==> src/rtl/lrsc_resv_table.sv <==
// Multi-channel LR/SC reservation table: one granule-tagged reservation per channel.
// Define RESV_TIMEOUT_EN to add per-channel forward-progress timeout counters.
module lrsc_resv_table #(
    parameter int unsigned PA_BITS   = 56,
    parameter int unsigned NUM_CH    = 4,
    parameter int unsigned GRAN_LOG2 = 6,
    parameter int unsigned TIMEOUT   = 255,
    localparam int unsigned CH_W     = (NUM_CH > 1) ? $clog2(NUM_CH) : 1
) (
    input  logic               clk,
    input  logic               reset_n,
    input  logic               StallW,
    input  logic               FlushM,
    input  logic               ReqValidM,
    input  logic [CH_W-1:0]    ReqChM,
    input  logic [2:0]         ReqOpM,
    input  logic [PA_BITS-1:0] PAdrM,
    input  logic               SnoopValid,
    input  logic [PA_BITS-1:0] SnoopAdr,
    output logic               MemWriteEnM,
    output logic               SCFailW,
    output logic [CH_W-1:0]    SCChW,
    output logic [NUM_CH-1:0]  ResvValid
);

    localparam int unsigned TAG_W = PA_BITS - GRAN_LOG2;

    localparam logic [2:0] OP_STORE = 3'b001;
    localparam logic [2:0] OP_LR    = 3'b010;
    localparam logic [2:0] OP_SC    = 3'b011;
    localparam logic [2:0] OP_AMO   = 3'b100;

    logic [TAG_W-1:0] tag_q [NUM_CH];
    logic [TAG_W-1:0] tag_d [NUM_CH];
    logic [NUM_CH-1:0] valid_d;
    logic              sc_fail_d;
    logic [CH_W-1:0]   sc_ch_d;

    logic [TAG_W-1:0] req_tag;
    logic [TAG_W-1:0] snoop_tag;
    logic [CH_W-1:0]  ch;
    logic             ch_ok;
    logic             is_store, is_lr, is_sc, is_amo;
    logic             own_hit, snoop_kill;
    logic             commit, lr_commit, sc_commit, wr_commit;

    // Sub-granule address bits never take part in tag compares.
    logic unused_bits;
    assign unused_bits = ^{PAdrM[GRAN_LOG2-1:0], SnoopAdr[GRAN_LOG2-1:0]};

    assign req_tag   = PAdrM[PA_BITS-1:GRAN_LOG2];
    assign snoop_tag = SnoopAdr[PA_BITS-1:GRAN_LOG2];
    assign ch        = (NUM_CH == 1) ? '0 : ReqChM;
    assign ch_ok     = (32'(ch) < NUM_CH);

    assign is_store = (ReqOpM == OP_STORE);
    assign is_lr    = (ReqOpM == OP_LR);
    assign is_sc    = (ReqOpM == OP_SC);
    assign is_amo   = (ReqOpM == OP_AMO);

    assign own_hit    = ch_ok && ResvValid[ch] && (tag_q[ch] == req_tag);
    assign snoop_kill = SnoopValid && (snoop_tag == req_tag);

    // A snoop to the same granule beats an SC presented in the same cycle.
    assign MemWriteEnM = ReqValidM && !FlushM &&
                         (is_store || is_amo || (is_sc && own_hit && !snoop_kill));

    assign commit    = ReqValidM && !FlushM && !StallW;
    assign lr_commit = commit && is_lr && ch_ok;
    assign sc_commit = commit && is_sc;
    assign wr_commit = commit && MemWriteEnM;

`ifdef RESV_TIMEOUT_EN
    localparam int unsigned CNT_W = (TIMEOUT > 1) ? $clog2(TIMEOUT) : 1;
    localparam logic [CNT_W-1:0] CNT_LAST = CNT_W'(TIMEOUT - 1);

    logic [CNT_W-1:0] cnt_q [NUM_CH];
    logic [CNT_W-1:0] cnt_d [NUM_CH];
`else
    logic unused_timeout;
    assign unused_timeout = ^{32'(TIMEOUT)};
`endif

    // Next-state table: snoop/timeout/conflict clears first, LR set last so it wins.
    always_comb begin
        valid_d   = ResvValid;
        tag_d     = tag_q;
        sc_fail_d = SCFailW;
        sc_ch_d   = SCChW;
`ifdef RESV_TIMEOUT_EN
        cnt_d     = cnt_q;
`endif
        if (!StallW) begin
            for (int unsigned k = 0; k < NUM_CH; k++) begin
                if (SnoopValid && (tag_q[k] == snoop_tag)) begin
                    valid_d[k] = 1'b0;
                end
`ifdef RESV_TIMEOUT_EN
                if (ResvValid[k]) begin
                    if (cnt_q[k] == CNT_LAST) begin
                        valid_d[k] = 1'b0;
                    end else begin
                        cnt_d[k] = cnt_q[k] + CNT_W'(1);
                    end
                end
`endif
                if (wr_commit && (CH_W'(k) != ch) && (tag_q[k] == req_tag)) begin
                    valid_d[k] = 1'b0;
                end
                if (sc_commit && (CH_W'(k) == ch)) begin
                    valid_d[k] = 1'b0;
                end
                if (lr_commit && (CH_W'(k) == ch)) begin
                    valid_d[k] = 1'b1;
                    tag_d[k]   = req_tag;
`ifdef RESV_TIMEOUT_EN
                    cnt_d[k]   = '0;
`endif
                end
            end
            if (sc_commit) begin
                sc_fail_d = !MemWriteEnM;
                sc_ch_d   = ch;
            end
        end
    end

    // Reservation and SC status registers.
    always_ff @(posedge clk or negedge reset_n) begin
        if (!reset_n) begin
            ResvValid <= '0;
            SCFailW   <= 1'b0;
            SCChW     <= '0;
            for (int unsigned k = 0; k < NUM_CH; k++) begin
                tag_q[k] <= '0;
            end
        end else begin
            ResvValid <= valid_d;
            SCFailW   <= sc_fail_d;
            SCChW     <= sc_ch_d;
            for (int unsigned k = 0; k < NUM_CH; k++) begin
                tag_q[k] <= tag_d[k];
            end
        end
    end

`ifdef RESV_TIMEOUT_EN
    // Per-channel reservation age counters.
    always_ff @(posedge clk or negedge reset_n) begin
        if (!reset_n) begin
            for (int unsigned k = 0; k < NUM_CH; k++) begin
                cnt_q[k] <= '0;
            end
        end else begin
            for (int unsigned k = 0; k < NUM_CH; k++) begin
                cnt_q[k] <= cnt_d[k];
            end
        end
    end
`endif

endmodule

==> config.mk <==
export PLATFORM = sky130hd
export DESIGN_NAME = lrsc_resv_table
export DESIGN_NICKNAME = d
export VERILOG_FILES = /design/src/rtl/lrsc_resv_table.sv
export SDC_FILE = /design/constraint.sdc
export NUM_CORES = 1
export LEC_CHECK = 0
export CAP_MARGIN = 15
export CORE_MARGIN = 5
export CORE_UTILIZATION = 54
export CTS_CLUSTER_DIAMETER = 120
export DETAILED_ROUTE_END_ITERATION = 6
export HOLD_SLACK_MARGIN = 0.06
export PLACE_DENSITY = 0.81
export SETUP_SLACK_MARGIN = 0.15
export SLEW_MARGIN = 5
export SYNTH_ARGS = -nofsm -noshare
export SYNTH_HDL_FRONTEND = slang
export SYNTH_SLANG_ARGS = --single-unit
==> constraint.sdc <==
create_clock -name clk -period 3.37 [get_ports clk]
set_clock_uncertainty 0.15 [all_clocks]
set_input_delay 0.8425 -clock clk [delete_from_list [all_inputs] [get_ports clk]]
set_output_delay 0.8425 -clock clk [all_outputs]
set_load 0.005 [all_outputs]
==> impl_metrics.sql <==
INSERT INTO impl_metrics (metric_group, metric, value, unit) VALUES
('logic_synthesis', 'postSynthRegisterBits', '207', ''),
('critical_path', 'crit_path_class', 'in2out', ''),
('critical_path', 'critPathRequiredTime', '2380', 'ps'),
('layout', 'area_delta_synth_final', '40.6', '%'),
('timing', 'hold_ws', '187', 'ps'),
('clock_tree', 'clock_tree.root_cell', 'sky130_fd_sc_hd__clkbuf_16', ''),
('detailed_routing', 'drtPass1Iterations', '6', ''),
('floorplan', 'placement_rows', '61', ''),
('timing', 'rsz0062_at_grt', 'true', ''),
('logic_synthesis', 'synth_area_leaders', 'sky130_fd_sc_hd__dfrtp_1 34%, sky130_fd_sc_hd__xnor2_1 14%, sky130_fd_sc_hd__mux2_2 13%, sky130_fd_sc_hd__xor2_1 12%, sky130_fd_sc_hd__mux4_2 5.5%', ''),
('floorplan', 'io-pin-count', '131', ''),
('logic_synthesis', 'synth_largest_type_area_fraction', '34.1', '%'),
('floorplan', 'core_footprint', '27800', 'um2'),
('grt', 'grt_usage', '49.0', '%'),
('detailed_routing', 'detail_route.drc_violations', '0', ''),
('status', 'violations', 'negative setup slack', ''),
('floorplan', 'die-height', '178', 'um'),
('run', 'maxCapViolCount', '0', ''),
('timing', 'post-route-worst-setup-slack', '-751', 'ps'),
('critical_path', 'cell_with_the_largest_stage_delay_on_the_worst_path', 'sky130_fd_sc_hd__clkdlybuf4s50_1', ''),
('grt', 'largest_net_degree_at_the_start_of_global_routing', '69', ''),
('clock_tree', 'worst_path_clk_slew', '70', 'ps'),
('placement', 'place.gp.congestion', '1.13', ''),
('timing', 'period_needed', '4120', 'ps'),
('placement', 'numPortBuffers', '118', ''),
('layout', 'nets', '2055', ''),
('logic_synthesis', 'synth-async-reset-ratio', '100', '%'),
('timing', 'worst_slew_margin_rel', '52.6', '%'),
('floorplan', 'design.die.area', '31600', 'um2'),
('floorplan', 'floorplan.initialDensity', '54.7', '%'),
('clock_tree', 'hold_buffers', '0', ''),
('clock_tree', 'clock_insertion_delay_worst_skew', '550', 'ps'),
('clock_tree', 'clock_tree.buffer_depth', '3', ''),
('critical_path', 'worstSetupStartpoint', 'SnoopAdr[15]', ''),
('timing', 'setup_violations', '1', ''),
('layout', 'final_layout_size_suffix_gt1_share', '41.4', '%'),
('clock_tree', 'htree_num_levels', '1', ''),
('critical_path', 'critical_path.top_delay_family', 'simple AND/OR/NAND/NOR gates', ''),
('detailed_routing', 'number_of_nets_still_failing_antenna_checks_after_routing', '0', ''),
('logic_synthesis', 'netlist_area', '15200', 'um2'),
('logic_synthesis', 'syn-mean-instance-area', '10.6', 'um2'),
('timing', 'fmax', '243', 'MHz'),
('logic_synthesis', 'syn-num-nets', '1552', ''),
('logic_synthesis', 'ys_seq_area_share', '34.1', '%'),
('critical_path', 'endpoint_kind', 'output port', ''),
('critical_path', 'setup.worst_path.start_class', 'input pin', ''),
('logic_synthesis', 'post_synth_num_cell_types', '53', ''),
('clock_tree', 'clock_sinks', '207', ''),
('detailed_routing', 'routed-via-count', '15300', ''),
('detailed_routing', 'wire_per_inst', '33.5', 'um'),
('grt', 'antenna_found_initial', '5', ''),
('logic_synthesis', 'synthesis.yosys.warnings', '0', ''),
('timing', 'report.final.slew_viol_count', '0', ''),
('critical_path', 'arrival', '3130', 'ps'),
('status', 'outcome', 'finished, violations left', ''),
('floorplan', 'horizontal_die_dimension', '178', 'um'),
('clock_tree', 'tritoncts', 'yes', ''),
('critical_path', 'timing.critical_path.fanout_max', '2', ''),
('detailed_routing', 'vias_per_cell', '6.56', ''),
('power', 'ir_drop', '519', 'uV'),
('timing', 'fin_crit_sh', '122', '%'),
('clock_tree', 'cts-buffers-inserted', '24', ''),
('detailed_routing', 'first_iter_violations', '2505', ''),
('logic_synthesis', 'netlist_instances', '1429', ''),
('grt', 'grt_pass1_vias', '15300', ''),
('critical_path', 'cpPeakStageDelay', '520', 'ps'),
('timing', 'worst-slew-pin-transition', '709', 'ps'),
('placement', 'dp_cells', '2264', ''),
('logic_synthesis', 'synth.largest_area_cell', 'sky130_fd_sc_hd__dfrtp_1', ''),
('logic_synthesis', 'synth-main-ff-cell', 'sky130_fd_sc_hd__dfrtp_1', ''),
('min_path', 'timing.hold.worst.class', 'in2async', '');
## sequential cells by signal, indices dropped and copies added (netlist names)
name / count
SCChW: 2
tag_q: 200
SCFailW: 1
ResvValid: 4
## path summary, 6_finish.rpt
check	end	slack, ps	cells past startpoint
worst max register to register	ResvValid[0]	540	8
worst min register to register	SCChW[1]	340	2
worst min-delay path	tag_q[46]	190	1
worst max-delay path	MemWriteEnM	-750	9
max in group asynchronous	tag_q[145]	2070	2
min in group clk	SCChW[1]	340	2
## synthesized netlist by cell type, types with 3 or more instances
master / number
sky130_fd_sc_hd__a2111oi_0: 4
sky130_fd_sc_hd__a211oi_1: 3
sky130_fd_sc_hd__a21oi_1: 14
sky130_fd_sc_hd__a221oi_1: 9
sky130_fd_sc_hd__a222oi_1: 3
sky130_fd_sc_hd__a22o_1: 8
sky130_fd_sc_hd__buf_1: 16
sky130_fd_sc_hd__buf_2: 18
sky130_fd_sc_hd__buf_6: 13
sky130_fd_sc_hd__clkbuf_1: 92
sky130_fd_sc_hd__dfrtp_1: 207
sky130_fd_sc_hd__inv_1: 44
sky130_fd_sc_hd__mux2_1: 8
sky130_fd_sc_hd__mux2_2: 170
sky130_fd_sc_hd__mux2i_1: 24
sky130_fd_sc_hd__mux4_2: 37
sky130_fd_sc_hd__nand2_1: 46
sky130_fd_sc_hd__nand3_1: 10
sky130_fd_sc_hd__nand3b_1: 3
sky130_fd_sc_hd__nand4_1: 70
sky130_fd_sc_hd__nor2_1: 11
sky130_fd_sc_hd__nor3_1: 9
sky130_fd_sc_hd__nor4_1: 70
sky130_fd_sc_hd__o2111ai_1: 3
sky130_fd_sc_hd__o21ai_0: 33
sky130_fd_sc_hd__o21bai_1: 4
sky130_fd_sc_hd__o22ai_1: 16
sky130_fd_sc_hd__o2bb2ai_1: 3
sky130_fd_sc_hd__or4_1: 3
sky130_fd_sc_hd__xnor2_1: 237
sky130_fd_sc_hd__xor2_1: 213
## stage by stage
stage / power [uW] / area [um2] / setup TNS (ps) / utilization, % / setup WS [ps]
6_report: 8780 / 21400 / -751 / 76.9 / -751
5_1_grt: 8910 / 21300 / -778 / 76.8 / -778
4_1_cts: 8550 / 21200 / -660 / 76.2 / -660
3_5_place_dp: 5770 / 20000 / -19100 / 72.0 / -1530
3_3_place_gp: 5730 / 20000 / -15440 / 72.0 / -1490
2_1_floorplan: 4170 / 15200 / -292 / - / -292
## worst register-to-register path, delay by kind of cell, from the launching register on
kind,cells,cell delay (ps)
DFF,1,430
buffers and inverters,2,330
AOI/OAI and AO/OA,3,690
and+or+nand+nor,3,1110
## power by group
group	internal [uW]	switching, uW	total (uW)
clock	1590	1170	2750
combinational	1410	1730	3140
sequential	2710	172	2880
total	5710	3070	8780
## per-layer routing
metal  track usage (%)  part of all wire, %  up-vias
li1                  -                    -     6018
met1              59.9                   34     7387
met5                 0                0.040        -
met3              15.4                   13      438
met2              73.9                   42     1413
met4              33.4                  9.7        6
## area by class of cell
type	instances	area, um2
Antenna cell	2	5.00
Timing Repair Buffer	618	5250
Sequential cell	207	5180
Tap cell	378	473
Fill cell	1861	6430
Multi-Input combinational cell	1037	9490
Clock inverter	10	103
Inverter	44	165
Clock buffer	32	692
## cells in the final DEF, fill, tap and decap left out, types with 4 or more instances in the layout
cell / count
sky130_fd_sc_hd__nand4_1: 70
sky130_fd_sc_hd__dlygate4sd2_1: 35
sky130_fd_sc_hd__mux2i_2: 6
sky130_fd_sc_hd__buf_12: 18
sky130_fd_sc_hd__nor2_1: 11
sky130_fd_sc_hd__clkdlybuf4s50_1: 66
sky130_fd_sc_hd__a22o_1: 8
sky130_fd_sc_hd__xnor2_2: 19
sky130_fd_sc_hd__mux2i_1: 18
sky130_fd_sc_hd__a21oi_1: 14
sky130_fd_sc_hd__o21bai_1: 4
sky130_fd_sc_hd__buf_4: 473
sky130_fd_sc_hd__a2111oi_0: 4
sky130_fd_sc_hd__mux4_2: 38
sky130_fd_sc_hd__buf_6: 7
sky130_fd_sc_hd__clkinv_2: 7
sky130_fd_sc_hd__dfrtp_1: 207
sky130_fd_sc_hd__mux2_2: 170
sky130_fd_sc_hd__dlymetal6s2s_1: 11
sky130_fd_sc_hd__nor3_1: 8
sky130_fd_sc_hd__nor4_1: 56
sky130_fd_sc_hd__o22ai_1: 16
sky130_fd_sc_hd__nand2_1: 45
sky130_fd_sc_hd__nand3_1: 10
sky130_fd_sc_hd__inv_1: 44
sky130_fd_sc_hd__mux2_1: 8
sky130_fd_sc_hd__xnor2_1: 218
sky130_fd_sc_hd__a221oi_1: 8
sky130_fd_sc_hd__o21ai_0: 33
sky130_fd_sc_hd__xor2_1: 211
sky130_fd_sc_hd__clkbuf_16: 25
sky130_fd_sc_hd__clkbuf_8: 5
sky130_fd_sc_hd__nor4_2: 13
## kinds of logic after synthesis
| kind of cell | after synthesis | synth area share [%] |
|---|---|---|
| buffers and inverters | 185 | 5.46 |
| AO/OA/AOI/OAI | 112 | 5.01 |
| XOR/XNOR | 450 | 26.0 |
| AND/OR/NAND/NOR | 235 | 9.03 |
| multiplexers | 240 | 20.4 |
| flip-flops | 207 | 34.1 |
## timing repair
action                     CTS  global route
gates resized for setup     90            32
setup endpoints to repair    4             3
setup buffers               14             4
pin swaps                   29            16
cloned                       2             0
(Power assumes the default switching activity.)
